===== config.mk =====
export PLATFORM = sky130hd
export DESIGN_NAME = sram_1rw_arbiter_flat
export DESIGN_NICKNAME = d
export VERILOG_FILES = /design/src/rtl/sram_arb_pkg.sv /design/src/rtl/sram_1rw_arbiter_if.sv /design/src/rtl/sram_arb_rr2.sv /design/src/rtl/sram_1rw_arbiter.sv /design/src/flat_wrapper.sv
export SDC_FILE = /design/constraint.sdc
export NUM_CORES = 1
export LEC_CHECK = 0
export ABC_AREA = 1
export CAP_MARGIN = 20
export CELL_PAD_IN_SITES_DETAIL_PLACEMENT = 1
export CELL_PAD_IN_SITES_GLOBAL_PLACEMENT = 2
export CORE_AREA = 5 5 164 166
export CTS_BUF_LIST = sky130_fd_sc_hd__clkbuf_8 sky130_fd_sc_hd__clkbuf_16
export DETAILED_ROUTE_END_ITERATION = 10
export DIE_AREA = 0 0 169 171
export PLACE_DENSITY_LB_ADDON = 0.1
export REMOVE_ABC_BUFFERS = 1
export SYNTH_ARGS = -nofsm -noshare
export SYNTH_HDL_FRONTEND = slang
export SYNTH_SLANG_ARGS = --single-unit

===== constraint.sdc =====
create_clock -name clk -period 2.5 [get_ports clk]
set_clock_uncertainty 0.1 [all_clocks]
set_input_delay 0.5 -clock clk [delete_from_list [all_inputs] [get_ports clk]]
set_output_delay 0.5 -clock clk [all_outputs]
set_load 0.005 [all_outputs]

===== src/rtl/sram_arb_pkg.sv =====
// rtl/sram_arb_pkg.sv - shared types and constants for the 1RW SRAM arbiter
package sram_arb_pkg;
    localparam int NUM_PORTS  = 2;
    localparam int BITS       = 32;
    localparam int ADDR_WIDTH = 14;

    typedef struct packed {
        logic                  we;
        logic [ADDR_WIDTH-1:0] addr;
        logic [BITS-1:0]       wdata;
        logic [BITS-1:0]       wmask;
    } sram_req_t;

    typedef struct packed {
        logic [BITS-1:0] rdata;
    } sram_rsp_t;
endpackage


===== src/rtl/sram_1rw_arbiter_if.sv =====
// rtl/sram_1rw_arbiter_if.sv - request/response channels and macro pins of the arbiter
interface sram_1rw_arbiter_if #(
    parameter int BITS       = 32,
    parameter int ADDR_WIDTH = 14
);
    logic [1:0]              req_valid;
    logic [1:0]              req_ready;
    logic [1:0]              req_we;
    logic [2*ADDR_WIDTH-1:0] req_addr;
    logic [2*BITS-1:0]       req_wdata;
    logic [2*BITS-1:0]       req_wmask;
    logic [1:0]              rsp_valid;
    logic [1:0]              rsp_ready;
    logic [2*BITS-1:0]       rsp_rdata;
    logic                    sram_ce;
    logic                    sram_we;
    logic [ADDR_WIDTH-1:0]   sram_addr;
    logic [BITS-1:0]         sram_wd;
    logic [BITS-1:0]         sram_wmask;
    logic [BITS-1:0]         sram_rd;

    // master: requesters plus the macro; slave: the arbiter itself
    modport master (
        output req_valid, req_we, req_addr, req_wdata, req_wmask, rsp_ready, sram_rd,
        input  req_ready, rsp_valid, rsp_rdata, sram_ce, sram_we, sram_addr, sram_wd, sram_wmask
    );
    modport slave (
        input  req_valid, req_we, req_addr, req_wdata, req_wmask, rsp_ready, sram_rd,
        output req_ready, rsp_valid, rsp_rdata, sram_ce, sram_we, sram_addr, sram_wd, sram_wmask
    );
endinterface


===== src/rtl/sram_arb_rr2.sv =====
// rtl/sram_arb_rr2.sv - two-way round-robin picker, one grant per cycle
module sram_arb_rr2 (
    input  logic       clk,
    input  logic       rst_n,
    input  logic [1:0] i_elig,
    output logic [1:0] o_grant
);
    logic r_rr_ptr;
    logic w_both;

    assign w_both = &i_elig;

    always_comb begin
        o_grant = i_elig;
        if (w_both) begin
            o_grant = r_rr_ptr ? 2'b10 : 2'b01;
        end
    end

    // pointer only moves on contention; winner is r_rr_ptr, so next favours the other
    always_ff @(posedge clk or negedge rst_n) begin
        if (!rst_n) begin
            r_rr_ptr <= 1'b0;
        end else if (w_both) begin
            r_rr_ptr <= ~r_rr_ptr;
        end
    end
endmodule


===== src/rtl/sram_1rw_arbiter.sv =====
// rtl/sram_1rw_arbiter.sv - shares one 1RW SRAM macro between two ports; SRAM_ARB_STATS_EN adds counters
module sram_1rw_arbiter
    import sram_arb_pkg::*;
#(
    parameter int BITS       = sram_arb_pkg::BITS,
    parameter int ADDR_WIDTH = sram_arb_pkg::ADDR_WIDTH
) (
    input  logic                 clk,
    input  logic                 rst_n,
    sram_1rw_arbiter_if.slave    bus
`ifdef SRAM_ARB_STATS_EN
    ,
    output logic [31:0]          stat_grant0,
    output logic [31:0]          stat_grant1,
    output logic [31:0]          stat_conflict
`endif
);
    logic [1:0] w_elig;
    logic [1:0] w_grant;
    logic [1:0] r_inflight;
    logic [1:0] r_rsp_valid;
    sram_rsp_t  r_slot [NUM_PORTS];
    sram_req_t  w_req  [NUM_PORTS];
    sram_req_t  w_win_req;

    // rst_n gating keeps the macro idle while reset is held, not just after the next edge
    always_comb begin
        for (int i = 0; i < NUM_PORTS; i++) begin
            w_req[i].we    = bus.req_we[i];
            w_req[i].addr  = bus.req_addr[i*ADDR_WIDTH +: ADDR_WIDTH];
            w_req[i].wdata = bus.req_wdata[i*BITS +: BITS];
            w_req[i].wmask = bus.req_wmask[i*BITS +: BITS];
            w_elig[i] = rst_n & bus.req_valid[i] &
                        (bus.req_we[i] | (~r_inflight[i] & (~r_rsp_valid[i] | bus.rsp_ready[i])));
        end
    end

    sram_arb_rr2 u_rr (
        .clk     (clk),
        .rst_n   (rst_n),
        .i_elig  (w_elig),
        .o_grant (w_grant)
    );

    always_comb begin
        w_win_req = '0;
        if (w_grant[0]) begin
            w_win_req = w_req[0];
        end else if (w_grant[1]) begin
            w_win_req = w_req[1];
        end
    end

    assign bus.req_ready  = w_grant;
    assign bus.sram_ce    = |w_grant;
    assign bus.sram_we    = w_win_req.we;
    assign bus.sram_addr  = w_win_req.addr;
    assign bus.sram_wd    = w_win_req.wdata;
    assign bus.sram_wmask = w_win_req.wmask;
    assign bus.rsp_valid  = r_rsp_valid;
    assign bus.rsp_rdata  = {r_slot[1].rdata, r_slot[0].rdata};

    // macro data appears the cycle after the read grant; a capture beats a same-cycle drain
    always_ff @(posedge clk or negedge rst_n) begin
        if (!rst_n) begin
            r_inflight  <= '0;
            r_rsp_valid <= '0;
            r_slot[0]   <= '0;
            r_slot[1]   <= '0;
        end else begin
            for (int i = 0; i < NUM_PORTS; i++) begin
                r_inflight[i] <= w_grant[i] & ~bus.req_we[i];
                if (r_inflight[i]) begin
                    r_rsp_valid[i]  <= 1'b1;
                    r_slot[i].rdata <= bus.sram_rd;
                end else if (r_rsp_valid[i] && bus.rsp_ready[i]) begin
                    r_rsp_valid[i] <= 1'b0;
                end
            end
        end
    end

`ifdef SRAM_ARB_STATS_EN
    logic [31:0] r_stat_grant0;
    logic [31:0] r_stat_grant1;
    logic [31:0] r_stat_conflict;

    always_ff @(posedge clk or negedge rst_n) begin
        if (!rst_n) begin
            r_stat_grant0   <= '0;
            r_stat_grant1   <= '0;
            r_stat_conflict <= '0;
        end else begin
            if (w_grant[0] && (r_stat_grant0 != '1)) r_stat_grant0 <= r_stat_grant0 + 32'd1;
            if (w_grant[1] && (r_stat_grant1 != '1)) r_stat_grant1 <= r_stat_grant1 + 32'd1;
            if ((&bus.req_valid) && (r_stat_conflict != '1)) r_stat_conflict <= r_stat_conflict + 32'd1;
        end
    end

    assign stat_grant0   = r_stat_grant0;
    assign stat_grant1   = r_stat_grant1;
    assign stat_conflict = r_stat_conflict;
`endif
endmodule


===== src/flat_wrapper.sv =====
// flat-port wrapper written by rule: the top's interface ports become plain ports
module sram_1rw_arbiter_flat import sram_arb_pkg::*;
#(
    parameter int BITS       = sram_arb_pkg::BITS,
    parameter int ADDR_WIDTH = sram_arb_pkg::ADDR_WIDTH
)
  (clk, rst_n, bus_req_valid, bus_req_we, bus_req_addr, bus_req_wdata, bus_req_wmask, bus_rsp_ready, bus_sram_rd, bus_req_ready, bus_rsp_valid, bus_rsp_rdata, bus_sram_ce, bus_sram_we, bus_sram_addr, bus_sram_wd, bus_sram_wmask);
  sram_1rw_arbiter_if #(.BITS(BITS), .ADDR_WIDTH(ADDR_WIDTH)) bus_i ();
  input  logic clk;
  input  logic rst_n;
  input wire logic [$bits(bus_i.req_valid)-1:0] bus_req_valid;
  input wire logic [$bits(bus_i.req_we)-1:0] bus_req_we;
  input wire logic [$bits(bus_i.req_addr)-1:0] bus_req_addr;
  input wire logic [$bits(bus_i.req_wdata)-1:0] bus_req_wdata;
  input wire logic [$bits(bus_i.req_wmask)-1:0] bus_req_wmask;
  input wire logic [$bits(bus_i.rsp_ready)-1:0] bus_rsp_ready;
  input wire logic [$bits(bus_i.sram_rd)-1:0] bus_sram_rd;
  output wire logic [$bits(bus_i.req_ready)-1:0] bus_req_ready;
  output wire logic [$bits(bus_i.rsp_valid)-1:0] bus_rsp_valid;
  output wire logic [$bits(bus_i.rsp_rdata)-1:0] bus_rsp_rdata;
  output wire logic [$bits(bus_i.sram_ce)-1:0] bus_sram_ce;
  output wire logic [$bits(bus_i.sram_we)-1:0] bus_sram_we;
  output wire logic [$bits(bus_i.sram_addr)-1:0] bus_sram_addr;
  output wire logic [$bits(bus_i.sram_wd)-1:0] bus_sram_wd;
  output wire logic [$bits(bus_i.sram_wmask)-1:0] bus_sram_wmask;
  assign bus_i.req_valid = bus_req_valid;
  assign bus_i.req_we = bus_req_we;
  assign bus_i.req_addr = bus_req_addr;
  assign bus_i.req_wdata = bus_req_wdata;
  assign bus_i.req_wmask = bus_req_wmask;
  assign bus_i.rsp_ready = bus_rsp_ready;
  assign bus_i.sram_rd = bus_sram_rd;
  assign bus_req_ready = bus_i.req_ready;
  assign bus_rsp_valid = bus_i.rsp_valid;
  assign bus_rsp_rdata = bus_i.rsp_rdata;
  assign bus_sram_ce = bus_i.sram_ce;
  assign bus_sram_we = bus_i.sram_we;
  assign bus_sram_addr = bus_i.sram_addr;
  assign bus_sram_wd = bus_i.sram_wd;
  assign bus_sram_wmask = bus_i.sram_wmask;
  sram_1rw_arbiter #(.BITS(BITS), .ADDR_WIDTH(ADDR_WIDTH)) u_core (.clk(clk), .rst_n(rst_n), .bus(bus_i));
endmodule

* Word-level counts from Yosys, hierarchy flattened *
Cells that the tools add are included.

storage, ports and cells
  register bits = 69
  bits of input ports = 196
  output and inout bits = 148
  word-level logic and storage cells = 39

cells by class
  muxes and demuxes = 8
  bitwise operators = 19
  reductions and logical operators = 6

operators with widths
  cell               number
  $mux 79            2
  $and 1x1->1        8
  $not 1->1          7
  $mux 1             4
  $mux 2             2
  $or 1x1->1         4
  $reduce_bool 2->1  2
  $logic_and 1x1->1  2
  $reduce_and 2->1   1
  $reduce_or 2->1    1

* Longest topological paths before layout *
Gate-level depths: netlist of the first run.

  depth in word-level cells = 9
  gate-level depth with buffers = 9
  depth with buffers taken out = 8

* Cells and area by module *
From an unflattened synthesis of the first run, not the netlist that was laid out.

unflattened totals
  cells, all modules = 565
  area total of the unflattened synthesis = 3803.6 sq um

by module, submodules not included
  module            instances  cells an instance  area each (sq um)  sequential area each (sq um)
  sram_1rw_arbiter  1          555                3742.3             1701.6
  sram_arb_rr2      1          10                 61.3               25.0

* Worst setup path after synthesis of the first run *
OpenSTA, ideal clock, no wires.

  path type = input port to output port
  start = input port bus_rsp_ready[0]
  end = output port bus_sram_wmask[11]
  arrival time = 1.308 ns
  data required time = 1.900 ns
  setup slack = 0.592 ns
  cell stages on the path = 8
  path buffers = 1
  cell sequence = inv_1 -> nand2_1 -> nand2_2 -> nand2_1 -> nand2_2 -> o21ai_4 -> buf_6 -> o21ai_2

between the ends
  word-level cells in the longest chain between the ends = 8

ends and longest elaborated chain
  item                RTL line                source
  start: declaration  flat_wrapper.sv:16      input wire logic [$bits(bus_i.rsp_ready)-1:0] bus_rsp_ready;
  $or 1x1->1 *        sram_1rw_arbiter.sv:34  (bus.req_we[i] | (~r_inflight[i] & (~r_rsp_valid[i] | bus.rsp_ready[i])));
  $and 1x1->1 *       sram_1rw_arbiter.sv:34
  $or 1x1->1 *        sram_1rw_arbiter.sv:34
  $and 1x1->1 *       sram_1rw_arbiter.sv:33  w_elig[i] = rst_n & bus.req_valid[i] &
  $reduce_and 2->1    sram_arb_rr2.sv:11      assign w_both = &i_elig;
  $mux 2 *            sram_arb_rr2.sv:15      if (w_both) begin
  $mux 79             sram_1rw_arbiter.sv:49  end else if (w_grant[1]) begin
  $mux 79 *           sram_1rw_arbiter.sv:47  if (w_grant[0]) begin
  end: declaration    flat_wrapper.sv:25      output wire logic [$bits(bus_i.sram_wmask)-1:0] bus_sram_wmask;

Mark *: on every way between the ends. The rest lies on a longest branch, timed or not.

* Worst setup path after layout of the first run *
  start = register u_core.r_rsp_valid[1] (netlist: u_core.bus.rsp_valid[1])
  end = output port bus_sram_wmask[12]

between the ends
  word-level cells in the longest chain between the ends = 9

ends and longest elaborated chain
  item                              RTL line                source
  start: declaration                sram_1rw_arbiter.sv:21  logic [1:0] r_rsp_valid;
  start signal: assignment          sram_1rw_arbiter.sv:67  r_rsp_valid <= '0;
  start signal: indexed assignment  sram_1rw_arbiter.sv:74  r_rsp_valid[i] <= 1'b1;
  start signal: indexed assignment  sram_1rw_arbiter.sv:77  r_rsp_valid[i] <= 1'b0;
  $not 1->1 *                       sram_1rw_arbiter.sv:34
  $or 1x1->1 *                      sram_1rw_arbiter.sv:34
  $and 1x1->1 *                     sram_1rw_arbiter.sv:34
  $or 1x1->1 *                      sram_1rw_arbiter.sv:34
  $and 1x1->1 *                     sram_1rw_arbiter.sv:33
  $reduce_and 2->1                  sram_arb_rr2.sv:11
  $mux 2 *                          sram_arb_rr2.sv:15
  $mux 79                           sram_1rw_arbiter.sv:49
  $mux 79 *                         sram_1rw_arbiter.sv:47

Marks and branches as above.

==> results.md, run 1 <==
* Most common cell after layout, fill and taps aside: clkdlybuf4s50_1
* Synth cell types at 18
* Worst Path Arrival at 1.94 ns
* Pre-CTS setup slack at -0.681 ns
* Sw Share at 31.1%
* Worst hold slack at 0.0721 ns
* Clock power share at 25.6%
* Num rows at roughly 60
* Yosys warning total at 0
* Die Area at 28900 um2
* Final worst slack at -0.0434 ns
* Total CTS buffers at 9
* Logic pwr share at a little over two fifths
* PD cells at 578 nW/um2
* CP Class: flop to primary output
* Final slew viol count at 0
* Psw at 0.00155 W
* Status: complete, but fails checks
* Layout area overhead at 118%
* HPWL after detailed placement at 18.5 mm
* Die width at 169 um
* Layout cells sized above 1 at 23.5%
* Most frequent cells in the layout: clkdlybuf4s50_1, nand2_1, inv_1
* CP Data Required Time at 1.90 ns
* Root buf cell: clkbuf_16
* Dpl cell area at 7750 um2
* Final min period at approximately 2.5 ns
* Worst R2R Path Depth at 9
* CTS tree: yes
* Worst-skew pair later-pin latency at 0.32 ns
* Total Routed Length at 25.9 mm
* Die height at 171 um
* Fmax at roughly 390 MHz
* CP startpoint kind: flop
* Leakage at around 4.2 nW
* HP Class: input port to asynchronous set/reset pin
* Iteration-0 DRC Markers at 167
* Initial Utilization at 15.5%
* Peak VDD IR at 253 uV
* Fillers at 3034
* R2R Path End: u_core.r_inflight[0]
* Worst Tran Pin Value at 0.810 ns
* Violated checks: negative setup slack
* Final hold vios at 0
* Cells after synthesis at 562
* CTS Buffer Depth at 2
* Final net count at around 1100
* DR WL/cell at 20.3 um
* Power Internal at ~0.0034 W
* Rel. slew slack at a little under half
* H-tree depth at 3
* Final global-route overflow total at 0
* Sequential area share after synthesis at between 40% and 50%
* GP Congestion at between 0.9 and 1
* Initial antenna violation count at 4
* # setup viols final at 12
* Final TNS setup at -0.218 ns
* Syn Area/Cell at 7.02 um2
* Reg2reg start: u_core.bus.rsp_valid[1]
* Synth area leader: dfrtp_1
* Final Cell Area at 8620 um2
* Pre-antenna DRT Iters at 4
* Pin count of the biggest net entering global routing at 60
* Vias per Instance at 4.07
* Tcrit/Tclk final at 102%
* Post-synth top area share at 43.7%
* Number of global-route vias before repair at 5856
* Sequential fraction of design power at 31.8%
* Max_cap viols at 0
* #FFs+latches synth at 69
* RSZ-0062 raised after global routing: yes
* Worst Setup End Kind: primary output
* Antenna viol nets, final at 0
* Clock slew at reported path FFs at ~0.06 ns
* I/O pin count at 344
* Clk sink count at just under 70
* Largest cells by area after synthesis: dfrtp_1, nand2_1, nand3_1, inv_1, o21ai_0
* Post-synthesis cell area at between 3000 and 4000 um2
* Residual DRC at 0
* CORE AREA at 25500 um2
* Antenna cells at 0
* First-pass GRT wire length at about 37 mm
* Reg2Reg Setup Slack at 0.88 ns
* Vias at 5201
* Worst-path fanout max at 6
* GRT Resource Usage Total at 17.2%
* Port Buffer Count at 343
what timing repair did:
| item | CTS | global route |
|---|---|---|
| pin swaps | 7 | 6 |
| resized for setup | 381 | 76 |
| setup endpoints to repair | 82 | 81 |
| endpoints found under the hold margin | 2 | 0 |
| buffers inserted | 20 | 5 |
| hold buffers | 1 | 0 |
| cloned | 16 | 2 |
metrics by stage:
| step | cells | utilization, % | total power (W) |
|---|---|---|---|
| 2_1_floorplan | 524 | - | 0.00204 |
| 3_3_place_gp | 1222 | 30.4 | 0.00346 |
| 3_5_place_dp | 1222 | 30.4 | 0.00349 |
| 4_1_cts | 1275 | 33.8 | 0.00507 |
| 5_1_grt | 1277 | 33.9 | 0.00530 |
| 6_report | 1277 | 33.9 | 0.00498 |
cell type report:
type / count / area [um2] / share of cell area (%)
repair buffers: 401 / 3900 / 45.2
clock inverters: 6 / 62.6 / 0.725
flip-flops and latches: 69 / 1730 / 20.0
inverters: 88 / 344 / 3.99
clock buffers: 10 / 239 / 2.77
multi-input cells: 368 / 1930 / 22.4
well taps: 335 / 419 / 4.86
synthesized netlist by cell type:
cell type / count
clkinv_2: 1
inv_1: 85
nand3_1: 79
clkbuf_1: 12
nand2_2: 4
inv_2: 1
nor2_1: 2
buf_6: 9
o21ai_0: 42
nand2_1: 200
a21oi_4: 1
dfrtp_1: 69
o21ai_4: 1
o21ai_1: 27
xnor2_1: 1
buf_2: 17
o21ai_2: 10
clkinv_4: 1
worst max-delay path, cell delays in order (launching register included):
cell     delay [ns]
dfrtp_1        0.39
nand2_2        0.08
nand2_4        0.06
a21oi_4        0.21
buf_12         0.16
nand2_8        0.09
buf_8          0.17
buf_6          0.11
buf_6          0.12
nand3_2        0.05
o21ai_2        0.05
buf_2          0.12
kinds of logic (layout without fill, tap and decap cells):
| group | Yosys count | in the layout | share of synthesized area (%) |
|---|---|---|---|
| and+or+nand+nor | 285 | 286 | 29.9 |
| DFF | 69 | 69 | 43.7 |
| AOI/OAI and AO/OA | 81 | 81 | 11.8 |
| xor gates and xnor gates | 1 | 1 | 0.222 |
| buffers and inverters | 126 | 505 | 14.4 |
metal layers:
metal | track usage (%) | wire, um | vias up
met4 | 3.61 | 320 | 8
met2 | 32.0 | 13500 | 217
met3 | 7.16 | 2390 | 27
met1 | 18.2 | 9650 | 2443
li1 | - | - | 2506
met5 | 0 | 55 | -
worst max path at each step:
| stage | from | to | slack, ns | cells after the start |
|---|---|---|---|---|
| after floorplan | u_core.r_inflight[1] | bus_sram_ce | -0.64 | 6 |
| after global placement | bus_rsp_ready[1] | bus_sram_wd[11] | -0.65 | 9 |
| after detailed placement | bus_rsp_ready[1] | bus_sram_wd[11] | -0.68 | 9 |
| after CTS | u_core.bus.rsp_valid[1] | bus_sram_addr[12] | -0.12 | 9 |
| after global routing | u_core.bus.rsp_valid[1] | bus_sram_wmask[20] | -0.14 | 11 |
| final | u_core.bus.rsp_valid[1] | bus_sram_wmask[12] | -0.04 | 11 |
sequential cells by signal (all words and copies together), names as in the netlist:
name	flops
u_core.bus.rsp_rdata	64
u_core.r_inflight	2
u_core.bus.rsp_valid	2
u_core.u_rr.r_rr_ptr	1
power groups by stage:
| stage | Combinational (W) | Clock, W | Sequential (W) |
|---|---|---|---|
| global route | 0.00230 | 0.00138 | 0.00162 |
| finish | 0.00212 | 0.00128 | 0.00159 |
| CTS | 0.00215 | 0.00133 | 0.00159 |
| floorplan | 0.000441 | 0 | 0.00159 |
| global placement | 0.00189 | 0 | 0.00157 |
| detailed placement | 0.00191 | 0 | 0.00159 |
Power figures use the tool's default switching activity.
==> run 2: changes to the inputs <==
--- a/config.mk
+++ b/config.mk
@@ -11,10 +11,12 @@
 export CELL_PAD_IN_SITES_GLOBAL_PLACEMENT = 2
 export CORE_AREA = 5 5 164 166
 export CTS_BUF_LIST = sky130_fd_sc_hd__clkbuf_8 sky130_fd_sc_hd__clkbuf_16
+export CTS_CLUSTER_DIAMETER = 200
 export DETAILED_ROUTE_END_ITERATION = 10
 export DIE_AREA = 0 0 169 171
 export PLACE_DENSITY_LB_ADDON = 0.1
 export REMOVE_ABC_BUFFERS = 1
+export SETUP_SLACK_MARGIN = 0.2
 export SYNTH_ARGS = -nofsm -noshare
 export SYNTH_HDL_FRONTEND = slang
 export SYNTH_SLANG_ARGS = --single-unit
==> run 2 against run 1 <==
Against the previous run: the run still ends with negative setup slack left; routed wire length up 1.9%; setup slack better by 0.0097 ns; core utilization up 3.0 points; critical path depth down 1; maximum frequency up 0.38%; cell count up 1.6%; clock-buffer cell count unchanged; sequential share of layout area down 1.6 points; worst hold slack worse by 0.0011 ns; via count up 2.5%; global-route usage down 0.29 points; largest cell class unchanged.
==> results.md, run 2 (synthesis results as in run 1) <==
* Iteration-0 DRC Markers at 163
* Top delay family on crit path: buffers and inverters
* Final Cell Area at 9390 um2
* Final hold vios at 0
* CORE AREA at 25500 um2
* Layout cells sized above 1 at 32.1%
* Vias at 5331
* Utilization after layout at 36.9%
* Final min period at 2.53 ns
* HPWL after detailed placement at 18.5 mm
* PD cells at 551 nW/um2
* Root buf cell: clkbuf_16
* Sequential fraction of design power at 30.4%
* Crit path launch: u_core.bus.rsp_valid[1]
* Worst Path Arrival at roughly 1.9 ns
* Pre-antenna DRT Iters at 4
* Critical path buffers and inverters at 5
* Reg2Reg Setup Slack at 0.65 ns
* Total Routed Length at 26.4 mm
* Residual DRC at 0
* Die height at roughly 170 um
* Pin count of the biggest net entering global routing at 60
* Rel. slew slack at between 40% and 50%
* Worst-path fanout max at 8
* Dpl cell area at 7750 um2
* CP Data Required Time at 1.90 ns
* H-tree depth at 3
* Initial antenna violation count at 4
* Vias per Instance at 4.11
* First-pass GRT wire length at 36.9 mm
* CP Class: flop to primary output
* RSZ-0062 raised after global routing: yes
* Tcrit/Tclk final at 101%
* CTS tree: yes
* Final net count at ~1200
* Worst R2R Path Depth at 12
* Clock slew at reported path FFs at about 0.060 ns
* Antenna viol nets, final at 0
* GRT Resource Usage Total at 16.9%
* Worst-skew pair later-pin latency at 0.32 ns
* I/O pin count at 344
* Logic pwr share at between 40 and 50%
* Psw at 0.00161 W
* Port Buffer Count at 343
* Worst Tran Pin Value at 0.810 ns
* CP startpoint kind: flop
* Largest register FFs at 64
* Final TNS setup at -0.152 ns
* GP Congestion at roughly 0.92
* Final worst slack at -0.0337 ns
* DR WL/cell at 20.3 um
* Total CTS buffers at 9
* Number of global-route vias before repair at between 5000 and 6000
* Crit path depth at 10
* Max_cap viols at 0
* Die width at 169 um
* Layout area overhead at 138%
* Fmax at 395 MHz
* Die Area at slightly below 30000 um2
* Initial Utilization at 15.5%
* Crit-path slowest cell: dfrtp_1
* HP Class: input port to asynchronous set/reset pin
* Status: complete, but fails checks
* Worst-path cell chain: nand2_2 > nand2_4 > a21oi_4 > buf_6 > o21ai_4 > buf_12 > buf_6 > buf_16 > o21ai_2 > buf_2
* Final global-route overflow total at 0
* Clk sink count at 69
* CTS Buffer Depth at 2
* Slowest stage delay, CP at roughly 0.4 ns
* Final slew viol count at 0
* Most used cell, CP: buf_6
* Antenna cells at 0
* Most frequent cells in the layout: clkdlybuf4s50_1, nand2_1, inv_1
* # setup viols final at 12
* Most common cell after layout, fill and taps aside: clkdlybuf4s50_1
* Clock power share at 24.7%
* Violated checks: negative setup slack
* Reg2reg start: u_core.bus.rsp_valid[1]
* Worst Setup End Kind: primary output
* Power Internal at 0.00356 W
* Sw Share at a little under a third
* Num rows at roughly 60
* Peak VDD IR at around 250 uV
* Leakage at 4.51 nW
-- run 2: changes by cell type in the layout (fill, tap and decap cells not counted), moves of 16 or more --
| cell | before | now |
|---|---|---|
| o21ai_1 | 46 | 22 |
| nand3_2 | 22 | 51 |
| buf_6 | 7 | 26 |
| o21ai_2 | 25 | 46 |
| nand3_1 | 55 | 21 |
| clkbuf_2 | 16 | 0 |
-- run 2: what timing repair did --
item | 4_1_cts | 5_1_grt
hold buffers | 1 | 0
pin swaps | 10 | 15
hold endpoints to repair | 2 | 0
buffers inserted | 23 | 17
resized for setup | 480 | 119
cloned | 13 | 6
endpoints found under the setup margin | 82 | 81
-- run 2: routing by layer --
layer | part of all wire (%) | vias up | GRT usage, % | routed length, um
met5 | 0.21 | - | 0 | 55
met4 | 1.4 | 8 | 3.01 | 364
met2 | 53 | 225 | 31.6 | 13900
met1 | 37 | 2531 | 18.1 | 9670
li1 | - | 2539 | - | -
met3 | 9.3 | 28 | 6.91 | 2440
-- run 2: metrics by stage --
step	total power (W)	hold WS [ns]	setup WS (ns)	cells
global placement	0.00346	0.228	-0.649	1222
CTS	0.00506	0.0644	-0.0630	1275
floorplan	0.00204	0.104	-0.638	524
finish	0.00518	0.0710	-0.0337	1298
detailed placement	0.00349	0.231	-0.681	1222
global route	0.00550	0.0814	-0.115	1298
-- run 2: worst paths after layout --
check	end
worst max-delay path	bus_sram_wmask[29]
worst min-delay path	u_core.bus.rsp_rdata[6]
worst max register to register	u_core.r_inflight[0]
worst min register to register	u_core.bus.rsp_rdata[33]
max in group asynchronous	u_core.bus.rsp_rdata[41]
min in group clk	u_core.bus.rsp_rdata[33]
-- run 2: cell type report --
type	count	area, um2
tap	335	419
clock buffer	10	239
inverter	88	344
multi-input combinational	367	2310
fill	2973	16100
timing repair buffer	423	4290
clock inverter	6	62.6
sequential	69	1730
-- run 2: power by group through the flow --
stage          combinational, W  sequential, W  clock (W)
6_report                0.00233        0.00157    0.00128
2_1_floorplan          0.000441        0.00159          0
4_1_cts                 0.00216        0.00158    0.00133
3_3_place_gp            0.00189        0.00157          0
3_5_place_dp            0.00191        0.00159          0
5_1_grt                 0.00251        0.00161    0.00138
